### src/rtl/w_writeback_grf.sv
// w_writeback_grf: write-back stage, 32x32 register file with W->D bypass,
// and a retired-instruction counter.
//
// Ports:
//   clk, reset        clock; async active-high reset (clears GRF, counter)
//   IR_W, PC8_W       instruction / PC+8 in W (IR_W == 0 is a bubble)
//   A3_W, AO_W, DR_W  destination index, ALU result/address, raw load word
//   RES_W             result source: 1 ALU, 2 DM, 3 PC8, others none
//   A1, A2 -> RD1/RD2 D-stage read ports (combinational, bypassed)
//   WD_W, WE_W        selected write-back value and effective write enable
//   retired           count of non-bubble instructions retired
//
// Build option: define GRF_DISPLAY_EN to log every register write.

module w_writeback_grf #(
    parameter int NREG  = 32,
    parameter int CNT_W = 32
) (
    input  logic             clk,
    input  logic             reset,
    input  logic [31:0]      IR_W,
    input  logic [31:0]      PC8_W,
    input  logic [4:0]       A3_W,
    input  logic [31:0]      AO_W,
    input  logic [31:0]      DR_W,
    input  logic [2:0]       RES_W,
    input  logic [4:0]       A1,
    input  logic [4:0]       A2,
    output logic [31:0]      RD1,
    output logic [31:0]      RD2,
    output logic [31:0]      WD_W,
    output logic             WE_W,
    output logic [CNT_W-1:0] retired
);

    localparam logic [2:0] RES_ALU = 3'd1;
    localparam logic [2:0] RES_DM  = 3'd2;
    localparam logic [2:0] RES_PC8 = 3'd3;

    localparam logic [5:0] OP_LB  = 6'h20;
    localparam logic [5:0] OP_LH  = 6'h21;
    localparam logic [5:0] OP_LW  = 6'h23;
    localparam logic [5:0] OP_LBU = 6'h24;
    localparam logic [5:0] OP_LHU = 6'h25;

    logic [31:0]      grf [NREG];
    logic [31:0]      ld_ext;
    logic [7:0]       ld_byte;
    logic [15:0]      ld_half;
    logic [CNT_W-1:0] retired_q;

    // Little-endian lane pick; halves use AO_W[1] only, so an odd
    // address is silently treated as the enclosing aligned half.
    assign ld_byte = DR_W[{AO_W[1:0], 3'b000} +: 8];
    assign ld_half = DR_W[{AO_W[1], 4'b0000} +: 16];

    always_comb begin
        ld_ext = DR_W;
        case (IR_W[31:26])
            OP_LB:   ld_ext = {{24{ld_byte[7]}}, ld_byte};
            OP_LBU:  ld_ext = {24'b0, ld_byte};
            OP_LH:   ld_ext = {{16{ld_half[15]}}, ld_half};
            OP_LHU:  ld_ext = {16'b0, ld_half};
            OP_LW:   ld_ext = DR_W;
            default: ld_ext = DR_W;
        endcase
    end

    always_comb begin
        WD_W = 32'b0;
        unique case (RES_W)
            RES_ALU: WD_W = AO_W;
            RES_DM:  WD_W = ld_ext;
            RES_PC8: WD_W = PC8_W;
            default: WD_W = 32'b0;
        endcase
    end

    // $0 is never written, so WE_W already excludes A3_W == 0.
    assign WE_W = (RES_W == RES_ALU || RES_W == RES_DM || RES_W == RES_PC8)
                  && (A3_W != 5'd0);

    always_comb begin
        RD1 = grf[A1];
        if (A1 == 5'd0)
            RD1 = 32'b0;
        else if (WE_W && A1 == A3_W)
            RD1 = WD_W;
    end

    always_comb begin
        RD2 = grf[A2];
        if (A2 == 5'd0)
            RD2 = 32'b0;
        else if (WE_W && A2 == A3_W)
            RD2 = WD_W;
    end

    always_ff @(posedge clk or posedge reset) begin
        if (reset) begin
            for (int i = 0; i < NREG; i++)
                grf[i] <= 32'b0;
        end else if (WE_W) begin
            grf[A3_W] <= WD_W;
        end
    end

    always_ff @(posedge clk or posedge reset) begin
        if (reset)
            retired_q <= '0;
        else if (IR_W != 32'b0)
            retired_q <= retired_q + CNT_W'(1);
    end

    assign retired = retired_q;

`ifdef GRF_DISPLAY_EN
    always @(posedge clk) begin
        if (WE_W && !reset)
            $display("@%h: $%d <= %h", PC8_W - 32'd8, A3_W, WD_W);
    end
`else
`endif

endmodule

### config.mk
export PLATFORM = sky130hd
export DESIGN_NAME = w_writeback_grf
export DESIGN_NICKNAME = d
export VERILOG_FILES = /design/src/rtl/w_writeback_grf.sv
export SDC_FILE = /design/constraint.sdc
export NUM_CORES = 2
export LEC_CHECK = 0
export CORE_ASPECT_RATIO = 0.6
export CORE_MARGIN = 3
export CORE_UTILIZATION = 55
export CTS_CLUSTER_DIAMETER = 80
export DETAILED_ROUTE_END_ITERATION = 6
export GPL_TIMING_DRIVEN = 1
export PLACE_DENSITY_LB_ADDON = 0.25
export SYNTH_ARGS = -nofsm -noshare
export SYNTH_HDL_FRONTEND = slang
export SYNTH_SLANG_ARGS = --single-unit
### constraint.sdc
create_clock -name clk -period 40.3 [get_ports clk]
set_clock_uncertainty 0.05 [all_clocks]
set_input_delay 12.09 -clock clk [delete_from_list [all_inputs] [get_ports clk]]
set_output_delay 12.09 -clock clk [all_outputs]
set_load 0.01 [all_outputs]
Word level (Yosys, flattened, before mapping)
Cells that the tools add are included.

operators by class
  equal/unequal tests = 9
  multiplexer cells = 15
  $lt $le $gt $ge = 4
  reduce and logical (&&, ||, !) cells = 10
  shifts and indexed selects = 2
  add/subtract/negate cells = 1
  bitwise logic cells = 3

operators with widths
  operator                                                               count
  1024-bit bitwise mux                                                   1
  32-bit binary-select mux with 5-bit select                             2
  32-bit two-way mux                                                     9
  32-bit demux with 5-bit select                                         1
  32-bit case mux with 4 select lines                                    1
  32-bit case mux with 3 select lines                                    1
  32-bit by 1-bit adder with 32-bit output, second input constant        1
  32-bit nonzero test                                                    1
  32-bit by 6-bit indexed part select with 16-bit output                 1
  32-bit by 6-bit indexed part select with 8-bit output                  1
  6-bit equality test, second input constant                             4
  6-bit greater-or-equal comparator, second input constant               3
  5-bit NOT with 6-bit output                                            3
  5-bit equality test                                                    2
  5-bit zero test                                                        2
  3-bit by 2-bit equality test with 1-bit output, second input constant  2
  6-bit by 1-bit < comparator with 1-bit output, second input constant   1
  5-bit nonzero test                                                     1
  1-bit logical AND                                                      4
  3-bit by 1-bit equality test with 1-bit output, second input constant  1
  1-bit logical OR                                                       2

word-level totals
  input port bits = 148
  bits in registers = 1,056
  word-level logic and storage cells = 77

Longest topological paths before layout
  depth in word-level cells = 7
  gate-level depth with buffers = 10
  depth with buffers taken out = 6

Least setup slack after synthesis
Ideal clock, no wire load.

  path kind = input to output
  start = input port A2[0]
  end = output port RD2[16]
  setup slack = 14.176 ns
  cell stages on the path = 10
  arrival time = 13.984 ns
  cells stage by stage = buf_2 -> buf_6 -> buf_6 -> buf_4 -> buf_2 -> mux2_2 -> o22ai_1 -> nor3_1 -> a2111oi_0 -> a21oi_1

on the way
  word-level cells in the longest chain between the ends = 6
  elaborated cells on any way between the ends = 9
  classes of those cells = 1 x eq/ne; 5 x mux; 1 x bitwise; 2 x reduce/logical

ends and longest elaborated chain
  element                                                RTL line  RTL
  start: declaration                                     28        input logic [4:0] A2,
  5-bit NOT with 6-bit output (implied by the code)      92        RD2 = grf[A2];
  32-bit binary-select mux with 5-bit select             92
  32-bit two-way mux (implied by the code) (2 in a row)  92
  32-bit two-way mux                                     95        else if (WE_W && A2 == A3_W)
  32-bit two-way mux (*)                                 93        if (A2 == 5'd0)
  end: declaration                                       30        output logic [31:0] RD2,

Mark *: on every way between the ends. The rest lies on a longest branch, timed or not. The select of a mux whose other input is x is not followed.

Final worst setup path
  start = input port A2[1]
  end = output port RD2[15]

Same word-level chain as after synthesis.

==> run metrics <==
status=finished, violations left; failing checks=DRC; Final WS setup=11170 ps; multiplexer share of the synthesized area=21.7%; Req. time, crit path=28160 ps; crit path max fanout=64; CTS tree=built; min-delay src=grf[1006]$_DFFE_PP0P_; simple-gate share of the synthesized area=10.1%; Syn-to-layout area delta=11.7%; sw frac=30.8%; RSZ-0062 raised after global routing=no; total die area=107000 um2; post_cts resized=0; NetSw=942 uW; hpwl dp=118 mm; Post-synth EDFFs=0; Worst Reg2Reg Path Length in Cells=5; XOR/XNOR Fraction of Synth Area=0.634%; Rel. slew slack=13.8%; Clock Path Buffers=3; post-synthesis sequential area ratio=46.6%; vias in the first global route=44.0k; Pwr Density=48.4 nW/um2; Placed Area=60100 um2; most frequent cells after synthesis=1056 x dfrtp_1, 792 x nor2_1, 738 x a21oi_1; # diodes=0; reg2reg start=retired[7]$_DFFE_PP0P_; Die H=255 um; CP cell instances=buf_8, buf_4, buf_4, nor2b_2, buf_4, a22oi_1, a211o_1, a32oi_1, a21oi_1, clkdlybuf4s50_1; CP endpoint kind=output pin; total number of vias=46.4k; Max stage delay on crit path=720 ps; IO Port Bufs=276; area leader, netlist=dfrtp_1; largest family of logic cells by synthesized area=multiplexers; hold depth=0; Clock Pin Slew Worst Setup and Hold Paths=60 ps; CP arrival=16990 ps; routed wire length=200 mm; largest net degree at the start of global routing=175; share of the synthesized area in the top cell type=46.6%; Slew Viols, Final=0; DR pass1 iterations=7; DR vias/cell=6.89; ys async rst share=100%; H-tree levels=3; R2R Setup Slk=37980 ps; worst vdd ir=0.0355 mV; clk sinks=1056; Post CTS Setup Buffer Count=0; Adder-Cell Fraction of Synth Area=0.0221%; Critical-path top delay cell=buf_4; Max Clock Freq=34.3 MHz; setup TNS=0 ps; Synth area leaders=dfrtp_1 47%, mux4_2 15%, a21oi_1 6.5%; min-delay worst type=reg2reg; Layout Utilization=62.5%; Ports=277; Synth Flop Type=dfrtp_1; register bit total from synthesis=1056; Syn Inst Count=5393; syn nets=5542; Synth Area per Inst=10.5 um2; placed insts=6555; TritonCTS Buffers=98; hold_ws=343 ps; Clk pwr share=31.1%; CTS hold repair buffers=0; distinct cell type count after synthesis=69; Antenna Nets Post-Route=0; global placement routability congestion=0.913; Finish-stage setup viols=0; Design Area, Final=63300 um2; final non-filler cell total=6730; FF-to-FF End=retired[26]$_DFFE_PP0P_; area of the core=101000 um2; startpoint types=input port; Setup CP Type=in2out; sequential cell fraction of total power=46.2%; Worst-Margin Slew=1290 ps; Tmin final=29130 ps; area of the mapped netlist=56700 um2; global route total overflow=0; Max Cap Viol=0; power share of the combinational group=22.7%; first-pass GRT wire length=296 mm; antenna violations before repair=3; compound-gate portion of the synthesized area=16.2%; initial core utilization=55.9%; Overall Power=3.06 mW; total track usage=37.4%; Root Buffer=clkbuf_16; Rows=90; die width=420 um; Net count, final=5470; WL/cell=29.8 um; cell mode on critical path=buf_4; DRC=35; Iteration-0 DRC Markers=6463; internal power=2.12 mW; Final Hold Viols=0; final worst path period share=72.3%; most frequent cell after synthesis=dfrtp_1; pre-CTS WS=11440 ps; Yosys warning total=0; Leakage=26.8 nW; Hold EP=grf[1006]$_DFFE_PP0P_; layout cells sized above 1=15.0%; worst-skew pair later-pin latency=720 ps
[cells in the final DEF, fill, tap and decap left out, types with 17 or more instances in the layout]
| cell type | synthesis | routed |
|---|---|---|
| mux4_2 | 366 | 366 |
| xor2_1 | 27 | 27 |
| nor2_4 | 0 | 25 |
| nor4_1 | 22 | 22 |
| dfrtp_1 | 1056 | 1056 |
| clkbuf_1 | 368 | 27 |
| buf_4 | 38 | 126 |
| a21oi_1 | 738 | 737 |
| nor3_1 | 28 | 28 |
| clkdlybuf4s50_1 | 0 | 265 |
| nand2b_1 | 36 | 35 |
| o21ai_0 | 281 | 281 |
| nor2_1 | 792 | 758 |
| mux2_2 | 36 | 36 |
| clkinv_2 | 0 | 17 |
| clkbuf_8 | 0 | 22 |
| o21a_1 | 29 | 29 |
| a221o_1 | 19 | 19 |
| a211o_1 | 25 | 25 |
| nand4_1 | 17 | 17 |
| nand2_1 | 382 | 379 |
| mux2i_1 | 363 | 363 |
| inv_1 | 43 | 42 |
| o21ai_1 | 62 | 62 |
| a221oi_1 | 114 | 114 |
| clkbuf_16 | 0 | 99 |
| o211ai_1 | 59 | 59 |
| o31a_1 | 23 | 23 |
| a22oi_1 | 52 | 52 |
[cell type report]
cell class,count,area [um2]
clock buffers,147,2870
well taps,1334,1670
fillers,8063,38000
repair buffers,402,3750
multi-input cells,3717,28100
inverters,46,176
clock inverters,28,317
flip-flops and latches,1056,26400
[sequential cells by signal, summed over array words and instances, names as in the netlist]
signal,flops
retired,32
grf,1024
[worst max path at each step]
stage / from / endpoint / slack, ps
final: A2[1] / RD2[15] / 11170
after global routing: A2[1] / RD2[9] / 11290
after CTS: A2[1] / RD2[15] / 11430
after detailed placement: A2[1] / RD2[15] / 11440
after global placement: A2[1] / RD2[15] / 11420
after floorplan: reset / grf[0]$_DFFE_PP0P_ / 13600
[cells by family (layout without fill, tap and decap cells)]
group	Yosys count	in the layout
DFF	1056	1056
AOI/OAI and AO/OA	1530	1530
muxes	765	765
adders and majority gates	1	1
buffers and inverters	620	623
and+or+nand+nor	1380	1380
xor gates and xnor gates	41	41
[power by group through the flow]
| stage | registers (mW) | clock network [mW] | logic, mW |
|---|---|---|---|
| 2_1_floorplan | 1.38 | 0 | 0.499 |
| 3_3_place_gp | 1.41 | 0 | 0.661 |
| 3_5_place_dp | 1.43 | 0 | 0.681 |
| 4_1_cts | 1.41 | 0.955 | 0.684 |
| 5_1_grt | 1.44 | 0.996 | 0.754 |
| 6_report | 1.42 | 0.952 | 0.694 |
[worst max-delay path: cells and delay by family]
family,cells,cell delay [ps]
AO/OA/AOI/OAI,4,1190
buffers and inverters,5,2930
AND/OR/NAND/NOR,1,590
[routing by layer]
| layer | share of wire, % | up-vias | global-route usage, % | routed length (um) |
|---|---|---|---|---|
| met4 | 4.2 | 4 | 13.9 | 8360 |
| met3 | 17 | 521 | 15.5 | 33200 |
| met5 | 0.012 | - | 0 | 25 |
| met1 | 39 | 23000 | 53.6 | 77800 |
| li1 | - | 19500 | - | - |
| met2 | 40 | 3321 | 51.0 | 81100 |
Power figures use the tool's default switching activity.
